**config.mk**
```make
export PLATFORM = sky130hd
export DESIGN_NAME = tug_scoreboard_flat
export DESIGN_NICKNAME = d
export VERILOG_FILES = /design/src/rtl/tug_scoreboard_pkg.sv /design/src/rtl/tug_scoreboard_if.sv /design/src/rtl/tug_scoreboard_rise_detect.sv /design/src/rtl/tug_scoreboard.sv /design/src/flat_wrapper.sv
export SDC_FILE = /design/constraint.sdc
export NUM_CORES = 1
export LEC_CHECK = 0
export ABC_AREA = 1
export CORE_ASPECT_RATIO = 1.5
export CORE_MARGIN = 1.5
export CORE_UTILIZATION = 35
export CTS_CLUSTER_DIAMETER = 200
export DETAILED_ROUTE_END_ITERATION = 7
export PLACE_DENSITY = 0.61
export SETUP_SLACK_MARGIN = 0.05
export SLEW_MARGIN = 5
export SYNTH_ARGS = -nofsm -noshare
export SYNTH_HDL_FRONTEND = slang
export SYNTH_HIERARCHICAL = 1
export SYNTH_SLANG_ARGS = --single-unit
```
**constraint.sdc**
```tcl
create_clock -name clk -period 2.2 [get_ports clk]
set_clock_uncertainty 0.05 [all_clocks]
set_input_delay 0.33 -clock clk [delete_from_list [all_inputs] [get_ports clk]]
set_output_delay 0.33 -clock clk [all_outputs]
set_load 0.01 [all_outputs]
```
**src/rtl/tug_scoreboard_pkg.sv**
```systemverilog
// Shared types and constants for the tug-of-war match controller.
// Latency: n/a (declarations only).
// Backpressure: n/a.
package tug_pkg;

    typedef enum logic [1:0] {
        PLAY       = 2'd0,
        HOLD       = 2'd1,
        MATCH_OVER = 2'd2
    } state_t;

    localparam int   SCORE_W      = 3;
    localparam logic PLAYER_LEFT  = 1'b0;
    localparam logic PLAYER_RIGHT = 1'b1;

endpackage

```
**src/rtl/tug_scoreboard_if.sv**
```systemverilog
// Playfield-to-scoreboard bundle: win flags in, scores and match status out.
// Latency: n/a (wires only). Optional new_match exists under TUG_SCOREBOARD_NEW_MATCH_EN.
// Backpressure: none; all signals are plain levels or pulses.
interface tug_scoreboard_if;
    import tug_pkg::*;

    logic               left_win;
    logic               right_win;
    logic [SCORE_W-1:0] left_score;
    logic [SCORE_W-1:0] right_score;
    logic               round_reset;
    logic               match_over;
    logic               winner;
`ifdef TUG_SCOREBOARD_NEW_MATCH_EN
    logic               new_match;

    modport master (output left_win, right_win, new_match,
                    input  left_score, right_score, round_reset, match_over, winner);
    modport slave  (input  left_win, right_win, new_match,
                    output left_score, right_score, round_reset, match_over, winner);
`else
    modport master (output left_win, right_win,
                    input  left_score, right_score, round_reset, match_over, winner);
    modport slave  (input  left_win, right_win,
                    output left_score, right_score, round_reset, match_over, winner);
`endif

endinterface

```
**src/rtl/tug_scoreboard_rise_detect.sv**
```systemverilog
// Rising-edge detector: pulse is high for the cycle where in=1 and was 0 last cycle.
// Latency: combinational pulse, history register updates every cycle.
// Backpressure: none.
module rise_detect (
    input  logic clk,
    input  logic reset,
    input  logic in,
    output logic pulse
);

    logic r_prev;

    // Remember last cycle's level regardless of controller state.
    always_ff @(posedge clk or posedge reset) begin
        if (reset) r_prev <= 1'b0;
        else       r_prev <= in;
    end

    assign pulse = in & ~r_prev;

endmodule

```
**src/rtl/tug_scoreboard.sv**
```systemverilog
// Match controller: counts round wins, pulses round_reset, declares a match winner.
// Latency: win edge at cycle t -> score/round_reset update visible at t+1.
// Backpressure: none; edges during HOLD/MATCH_OVER are dropped. Macro TUG_SCOREBOARD_NEW_MATCH_EN adds new_match.
module tug_scoreboard
    import tug_pkg::*;
#(
    parameter int MAX_SCORE   = 7,
    parameter int HOLD_CYCLES = 4
) (
    input  logic clk,
    input  logic reset,
    tug_scoreboard_if.slave bus
);

    localparam int                 HOLD_W    = (HOLD_CYCLES > 1) ? $clog2(HOLD_CYCLES) : 1;
    localparam logic [HOLD_W-1:0]  HOLD_INIT = HOLD_W'(HOLD_CYCLES - 1);
    localparam logic [SCORE_W-1:0] MAX_S     = SCORE_W'(MAX_SCORE);

    state_t             r_state,       w_state_nxt;
    logic [SCORE_W-1:0] r_left_score,  w_left_score_nxt;
    logic [SCORE_W-1:0] r_right_score, w_right_score_nxt;
    logic [HOLD_W-1:0]  r_hold,        w_hold_nxt;
    logic               r_round_reset, w_round_reset_nxt;
    logic               r_match_over,  w_match_over_nxt;
    logic               r_winner,      w_winner_nxt;

    logic               w_left_edge;
    logic               w_right_edge;
    logic [SCORE_W-1:0] w_left_inc;
    logic [SCORE_W-1:0] w_right_inc;

    rise_detect u_left_rise (
        .clk   (clk),
        .reset (reset),
        .in    (bus.left_win),
        .pulse (w_left_edge)
    );

    rise_detect u_right_rise (
        .clk   (clk),
        .reset (reset),
        .in    (bus.right_win),
        .pulse (w_right_edge)
    );

    // Cannot wrap: MATCH_OVER is entered as soon as a score reaches MAX_S.
    assign w_left_inc  = r_left_score  + SCORE_W'(1);
    assign w_right_inc = r_right_score + SCORE_W'(1);

    // State and all output-facing registers.
    always_ff @(posedge clk or posedge reset) begin
        if (reset) begin
            r_state       <= PLAY;
            r_left_score  <= '0;
            r_right_score <= '0;
            r_hold        <= '0;
            r_round_reset <= 1'b0;
            r_match_over  <= 1'b0;
            r_winner      <= PLAYER_LEFT;
        end else begin
            r_state       <= w_state_nxt;
            r_left_score  <= w_left_score_nxt;
            r_right_score <= w_right_score_nxt;
            r_hold        <= w_hold_nxt;
            r_round_reset <= w_round_reset_nxt;
            r_match_over  <= w_match_over_nxt;
            r_winner      <= w_winner_nxt;
        end
    end

    // Next-state: score on a single edge, tie on a double edge, time out HOLD.
    always_comb begin
        w_state_nxt       = r_state;
        w_left_score_nxt  = r_left_score;
        w_right_score_nxt = r_right_score;
        w_hold_nxt        = r_hold;
        w_round_reset_nxt = r_round_reset;
        w_match_over_nxt  = r_match_over;
        w_winner_nxt      = r_winner;

        case (r_state)
            PLAY: begin
                if (w_left_edge && w_right_edge) begin
                    w_round_reset_nxt = 1'b1;
                    w_hold_nxt        = HOLD_INIT;
                    w_state_nxt       = HOLD;
                end else if (w_left_edge) begin
                    w_left_score_nxt  = w_left_inc;
                    w_round_reset_nxt = 1'b1;
                    if (w_left_inc == MAX_S) begin
                        w_match_over_nxt = 1'b1;
                        w_winner_nxt     = PLAYER_LEFT;
                        w_state_nxt      = MATCH_OVER;
                    end else begin
                        w_hold_nxt  = HOLD_INIT;
                        w_state_nxt = HOLD;
                    end
                end else if (w_right_edge) begin
                    w_right_score_nxt = w_right_inc;
                    w_round_reset_nxt = 1'b1;
                    if (w_right_inc == MAX_S) begin
                        w_match_over_nxt = 1'b1;
                        w_winner_nxt     = PLAYER_RIGHT;
                        w_state_nxt      = MATCH_OVER;
                    end else begin
                        w_hold_nxt  = HOLD_INIT;
                        w_state_nxt = HOLD;
                    end
                end else begin
                    w_round_reset_nxt = 1'b0;
                end
            end

            HOLD: begin
                if (r_hold == '0) begin
                    w_round_reset_nxt = 1'b0;
                    w_state_nxt       = PLAY;
                end else begin
                    w_hold_nxt = r_hold - HOLD_W'(1);
                end
            end

            MATCH_OVER: begin
                // Keep the playfield frozen until a fresh match starts.
                w_round_reset_nxt = 1'b1;
`ifdef TUG_SCOREBOARD_NEW_MATCH_EN
                if (bus.new_match) begin
                    w_left_score_nxt  = '0;
                    w_right_score_nxt = '0;
                    w_round_reset_nxt = 1'b0;
                    w_match_over_nxt  = 1'b0;
                    w_winner_nxt      = PLAYER_LEFT;
                    w_state_nxt       = PLAY;
                end
`endif
            end

            default: begin
                w_state_nxt = PLAY;
            end
        endcase
    end

    assign bus.left_score  = r_left_score;
    assign bus.right_score = r_right_score;
    assign bus.round_reset = r_round_reset;
    assign bus.match_over  = r_match_over;
    assign bus.winner      = r_winner;

endmodule

```
**src/flat_wrapper.sv**
```systemverilog
// flat-port wrapper written by rule: the top's interface ports become plain ports
module tug_scoreboard_flat import tug_pkg::*;
#(
    parameter int MAX_SCORE   = 7,
    parameter int HOLD_CYCLES = 4
)
  (clk, reset, bus_left_win, bus_right_win, bus_left_score, bus_right_score, bus_round_reset, bus_match_over, bus_winner);
  tug_scoreboard_if bus_i ();
  input  logic clk;
  input  logic reset;
  input wire logic [$bits(bus_i.left_win)-1:0] bus_left_win;
  input wire logic [$bits(bus_i.right_win)-1:0] bus_right_win;
  output wire logic [$bits(bus_i.left_score)-1:0] bus_left_score;
  output wire logic [$bits(bus_i.right_score)-1:0] bus_right_score;
  output wire logic [$bits(bus_i.round_reset)-1:0] bus_round_reset;
  output wire logic [$bits(bus_i.match_over)-1:0] bus_match_over;
  output wire logic [$bits(bus_i.winner)-1:0] bus_winner;
  assign bus_i.left_win = bus_left_win;
  assign bus_i.right_win = bus_right_win;
  assign bus_left_score = bus_i.left_score;
  assign bus_right_score = bus_i.right_score;
  assign bus_round_reset = bus_i.round_reset;
  assign bus_match_over = bus_i.match_over;
  assign bus_winner = bus_i.winner;
  tug_scoreboard #(.MAX_SCORE(MAX_SCORE), .HOLD_CYCLES(HOLD_CYCLES)) u_core (.clk(clk), .reset(reset), .bus(bus_i));
endmodule
```
# ---- Yosys cells after proc, flatten, opt, wreduce, memory -nomap -nowiden
# Index checks and enable logic that the tools add are counted.
dict set report classes {
  add_sub_neg 3
  mul 0
  n_div 0
  magnitude_cmp 0
  eq_ne 10
  shift 0
  muxes 25
  bitwise 7
  reduce_logical 13
}
# cell n
set op_table {}
lappend op_table {{two-way mux 2 bit} 12}
lappend op_table {{two-way mux 1 bit} 10}
lappend op_table {{AND reduction 5 bit} 2}
lappend op_table {{adder 3 x 1 -> 3 bit, second input constant} 2}
lappend op_table {{== test 3 bit, second input constant} 2}
lappend op_table {{one-hot mux 2 bit (3 select lines)} 1}
lappend op_table {{AND reduction 3 bit} 2}
lappend op_table {{nonzero test 2 bit} 3}
lappend op_table {{NOT 1 bit} 5}
lappend op_table {{logical NOT 2 bit} 2}
lappend op_table {{!= test 2 bit, second input constant} 2}
lappend op_table {{!= test 4 x 1 -> 1 bit, second input constant} 1}
lappend op_table {{!= test 4 x 2 -> 1 bit, second input constant} 1}
lappend op_table {{!= test 4 bit, second input constant} 1}
lappend op_table {{one-hot mux 2 bit (2 select lines)} 1}
lappend op_table {{AND reduction 4 bit} 1}
lappend op_table {{one-hot mux 1 bit (3 select lines)} 1}
lappend op_table {{nonzero test 3 bit} 1}
lappend op_table {{AND 1 bit} 2}
lappend op_table {{== test 2 x 1 -> 1 bit, second input constant} 1}
lappend op_table {{== test 2 bit, second input constant} 1}
lappend op_table {{!= test 2 x 1 -> 1 bit, second input constant} 1}
lappend op_table {{AND reduction 2 bit} 1}
lappend op_table {{subtractor 2 x 1 -> 2 bit, second input constant} 1}
lappend op_table {{logical AND 1 bit} 1}
dict set report totals {
  reg_bits 15
  latchBits 0
  ramBits 0
  mem_bits_ro 0
  input_bits 4
  out_inout_bits 9
  wordCells 67
  n_memories 0
}

# ---- Longest topological paths before layout
dict set report logic_depth {
  word_depth 7
  ltp_mapped 11
  mapped_depth_nobuf 11
}

# ---- Hierarchy
# Netlist, hierarchy kept.
# module instances cells_per_inst area_each_um2 seq_area_each_um2
set by_module_without_submodules {}
lappend by_module_without_submodules {tug_scoreboard 1 108 867.1 325.3}
lappend by_module_without_submodules {rise_detect 2 4 38.8 25.0}

# ---- Worst setup path before layout
# No wires, ideal clock.
dict set report synth_path {
  kind {register to register}
  start {reg u_core.u_left_rise.r_prev}
  end {reg u_core.r_hold[0]}
  setup_ns 0.117
  arrival_ns 1.322
  required_ns 2.033
  path_slack_ns 0.711
  stages_incl_launch_ff 10
  path_buffers 0
  period_less_slack_ns 1.489
  cell_sequence {dfrtp_1 -> nor2_2 -> inv_1 -> ha_1 -> nand2_1 -> nor2_2 -> nor2_2 -> nand3_2 -> nand2_1 -> nand2_1}
}
dict set report synth_between {
  elab_chain_cells 5
  elab_cells_between_ends 10
  classes_between {eq/ne: 3; mux: 3; bitwise: 2; reduce/logical: 2}
}
# element line_no
set synth_lines {}
lappend synth_lines {{start: declaration} tug_scoreboard_rise_detect.sv:11} ;# logic r_prev;
lappend synth_lines {{start signal: assignment} tug_scoreboard_rise_detect.sv:16} ;# else r_prev <= in;
lappend synth_lines {{NOT 1 bit (*)} tug_scoreboard_rise_detect.sv:19} ;# assign pulse = in & ~r_prev;
lappend synth_lines {{AND 1 bit (*)} tug_scoreboard_rise_detect.sv:19}
lappend synth_lines {{net u_core.w_left_edge} tug_scoreboard.sv:27} ;# logic w_left_edge;
lappend synth_lines {{logical AND 1 bit / two-way mux 2 bit (equally long branches)} {tug_scoreboard.sv:83, tug_scoreboard.sv:87}}
lappend synth_lines {{!= test 4 x 1 -> 1 bit (no line) (tied with other cells)} --}
lappend synth_lines {{AND reduction 5 bit (no line) / one-hot mux 2 bit (2 select lines) (equally long branches)} --}
lappend synth_lines {{end signal: assignment} tug_scoreboard.sv:64} ;# r_hold <= w_hold_nxt;
lappend synth_lines {{end: declaration} tug_scoreboard.sv:22} ;# logic [HOLD_W-1:0] r_hold, w_hold_nxt;
# Mark *: on every way through the listed nets, which the timed path passes. The rest lies on a longest branch.
# A chain may end at the register's enable or synchronous reset.

# ---- Worst setup path after layout
dict set report layout_path {
  start {in bus_left_win}
  end {reg u_core.r_hold[0]}
}
dict set report layout_between {
  elab_chain_cells 4
  elab_cells_between_ends 9
  classes_between {eq/ne: 3; mux: 3; bitwise: 1; reduce/logical: 2}
}
# element line_no
set layout_lines {}
lappend layout_lines {{start: declaration} flat_wrapper.sv:11} ;# input wire logic [$bits(bus_i.left_win)-1:0] bus_left_win;
lappend layout_lines {{AND 1 bit (*)} tug_scoreboard_rise_detect.sv:19}
lappend layout_lines {{net u_core.w_left_edge} tug_scoreboard.sv:27}
lappend layout_lines {{logical AND 1 bit / two-way mux 2 bit (equally long branches)} {tug_scoreboard.sv:83, tug_scoreboard.sv:87}}
lappend layout_lines {{!= test 4 x 1 -> 1 bit (no line) (tied with other cells)} --}
lappend layout_lines {{AND reduction 5 bit (no line) / one-hot mux 2 bit (2 select lines) (equally long branches)} --}
# Marks and branches as above.

==> qor.csv <==
metric,value,unit
status,completed,
nets,150,
root_buffer,clkbuf_4,
r2r_end,u_core/r_hold[0]$_DFFE_PP0P_,
num_vias,746,
dieArea,3026,sq um
grt_max_degree,14,
antenna_found_initial,0,
fillers,252,
setup_slack,0.4081,ns
syn_to_final_growth,20.26,%
worstSetupPathType,in2reg,
die_y,66.63,um
fmax,558.1,MHz
synth_fa_ha_area_share,17.22,%
synth_compound_area_share,4.768,%
cts_resized,0,
rsz0062_at_grt,false,
drive_gt1_share,11.36,%
instances_no_fill,168,
synthMuxAreaShare,0,%
arrival,1.93,ns
power.leakage,0.0006019,uW
row_count,22,
synth_xor_area_share,1.854,%
final_core_util,45.35,%
cts_tree,yes,
ctsHoldBuffers,0,
drt.antenna.violating_nets,0,
insertion_delay,0.29,ns
end_kind,register,
worst_pin_slew,0.5386,ns
cts.path.max_buffers,2,
hp-class,in2async,
vias_per_cell,4.440,
grt.overflow.total,0,
rr_startpoint,u_core/u_left_rise/r_prev$_DFF_PP0_,
cp-start-kind,input pin,
grt_pass1_vias,767,
finalWirelength,1721,um
worstPathMaxFanout,5,
setup_viol,0,
ys_ff_latch,15,
ff_latch_area,375.4,sq um
worstPathRequired,2.34,ns
yosysUniqueCellTypes,16,
core,2505,sq um
post-dp-hpwl,1342,um
final_max_slew_viol_count,0,
io_buffers,12,
yosysSeqAreaShare,39.74,%
fin_crit,1.792,ns
avgRoutedWirePerCell,10.24,um
grt_pass1_wl,3077,um
numClockSinks,15,
post-place-ws,0.08254,ns
multi_input_area,475.5,sq um
ios,13,
finalSetupTns,0,ns
clkTransAtPathRegs,0.09,ns
initial_core_util,37.71,%
p_per_area,1276,nW/um^2
cts_buffers,3,
drt_iter0_drc,16,
drc,0,
die_width,45.42,um
synthCells,116,
period_share,81.45,%
worstPathCellList,"clkdlybuf4s50_1, inv_1, nor2_2, inv_1, ha_1, nand2_1, nor2_2, nor2_2, nand3_2, nand2_1, nand2_1",
syn_nets,133,
timing.reg2reg.setup_slack,0.57,ns
maxCapViolCount,0,
slowest_delay,0.48,ns
gp_congestion,0.7610,
diodes,0,
drtPass1Iterations,3,
reg2reg_depth,9,
synth_top_family_by_area,simple AND/OR/NAND/NOR gates,
dp.cells,164,
crit_slowest_cell,clkdlybuf4s50_1,
postCtsSetupBuffers,0,
yosys_warnings,6,
grt_usage,14.12,%
hold_viol_final,0,
vdd_drop_max,0.0006169,V
relSlewSlack,64.06,%
synth.avg_cell_area,8.144,sq um
htree_levels,1,
synth_area,944.7,sq um
synth-simple-area-share,26.49,%
placed cells by master, fill, tap and decap left out, drive strengths merged:
cell type      synthesis  layout
clkinv                 1       1
inv                   24      24
a21oi                  5       5
nor2                   9       9
clkbuf                 0       4
clkdlybuf4s50          0      12
o21ai                  4       4
dfrtp                 15      15
ha                    13      13
nand4                  2       2
nand2                 35      35
nand3                  6       6
xor2                   2       2
metrics by stage:
step           power, uW  hold WS [ns]  instance area [sq um]
2_1_floorplan       1033      0.008714                  944.7
3_3_place_gp        1267        0.3987                   1110
3_5_place_dp        1295        0.4142                   1110
4_1_cts             1468        0.1686                   1136
5_1_grt             1601        0.1744                   1136
6_report            1450        0.1655                   1136
cells in the mapped netlist:
cell type | instances | area (sq um)
nand2_2 | 3 | 18.77
o21ai_1 | 1 | 5.000
a21oi_1 | 5 | 25.02
nand3_1 | 3 | 15.01
nor2_4 | 1 | 11.26
xor2_1 | 2 | 17.52
nor2_2 | 5 | 31.28
dfrtp_1 | 15 | 375.4
inv_1 | 24 | 90.09
nor2_1 | 3 | 11.26
o21ai_0 | 3 | 15.01
clkinv_1 | 1 | 3.750
ha_1 | 13 | 162.7
nand4_1 | 2 | 12.51
nand2_1 | 32 | 120.1
nand3_2 | 3 | 30.03
per-layer routing:
layer	track usage [%]	part of all wire, %	vias up
met5	0	0	-
met4	9.559	2.7	0
met3	2.981	2.8	5
met2	24.30	53	11
met1	14.48	41	349
li1	-	-	381
sequential cells by signal, summed over array words and instances, names as in the netlist:
name and flops:
u_core/bus.match_over 1, u_core/u_right_rise/r_prev 1, u_core/r_hold 2, u_core/bus.left_score 3, u_core/bus.right_score 3, u_core/bus.winner 1, u_core/u_left_rise/r_prev 1, u_core/bus.round_reset 1
u_core/r_state 2
report_power, final:
part / switching [uW] / internal [uW]
Combinational: 451 / 359
Clock: 92.9 / 70.6
Sequential: 87.5 / 388
Total: 631 / 818
cell type report:
cell class              count  area share (%)
inverters                  25           8.260
clock buffers               4           2.313
repair buffers             12           10.57
flip-flops and latches     15           33.04
multi-input cells          76           41.85
well taps                  36           3.965
cells by family (layout without fill, tap and decap cells):
logic type | after synthesis | in the layout
and+or+nand+nor | 52 | 52
xor gates and xnor gates | 2 | 2
AOI/OAI and AO/OA | 9 | 9
adders and majority gates | 13 | 13
buffers and inverters | 25 | 41
DFF | 15 | 15
worst max-delay path, delay by kind of cell:
kind                       cells  cell delay (ns)
and+or+nand+nor                7             0.70
adders and majority gates      1             0.22
buffers and inverters          3             0.68
how the worst max path moves through the flow:
| stage | cells after the start | slack (ns) | to | startpoint |
|---|---|---|---|---|
| finish | 11 | 0.41 | u_core/r_hold[0]$_DFFE_PP0P_ | bus_left_win |
| global route | 11 | 0.26 | u_core/r_hold[0]$_DFFE_PP0P_ | bus_left_win |
| CTS | 11 | 0.39 | u_core/r_hold[0]$_DFFE_PP0P_ | bus_left_win |
| detailed placement | 11 | 0.08 | u_core/r_hold[0]$_DFFE_PP0P_ | bus_left_win |
| global placement | 11 | 0.18 | u_core/r_hold[0]$_DFFE_PP0P_ | bus_left_win |
| floorplan | 9 | 0.71 | u_core/r_hold[0]$_DFFE_PP0P_ | u_core/u_left_rise/r_prev$_DFF_PP0_ |
(Power assumes the default switching activity.)
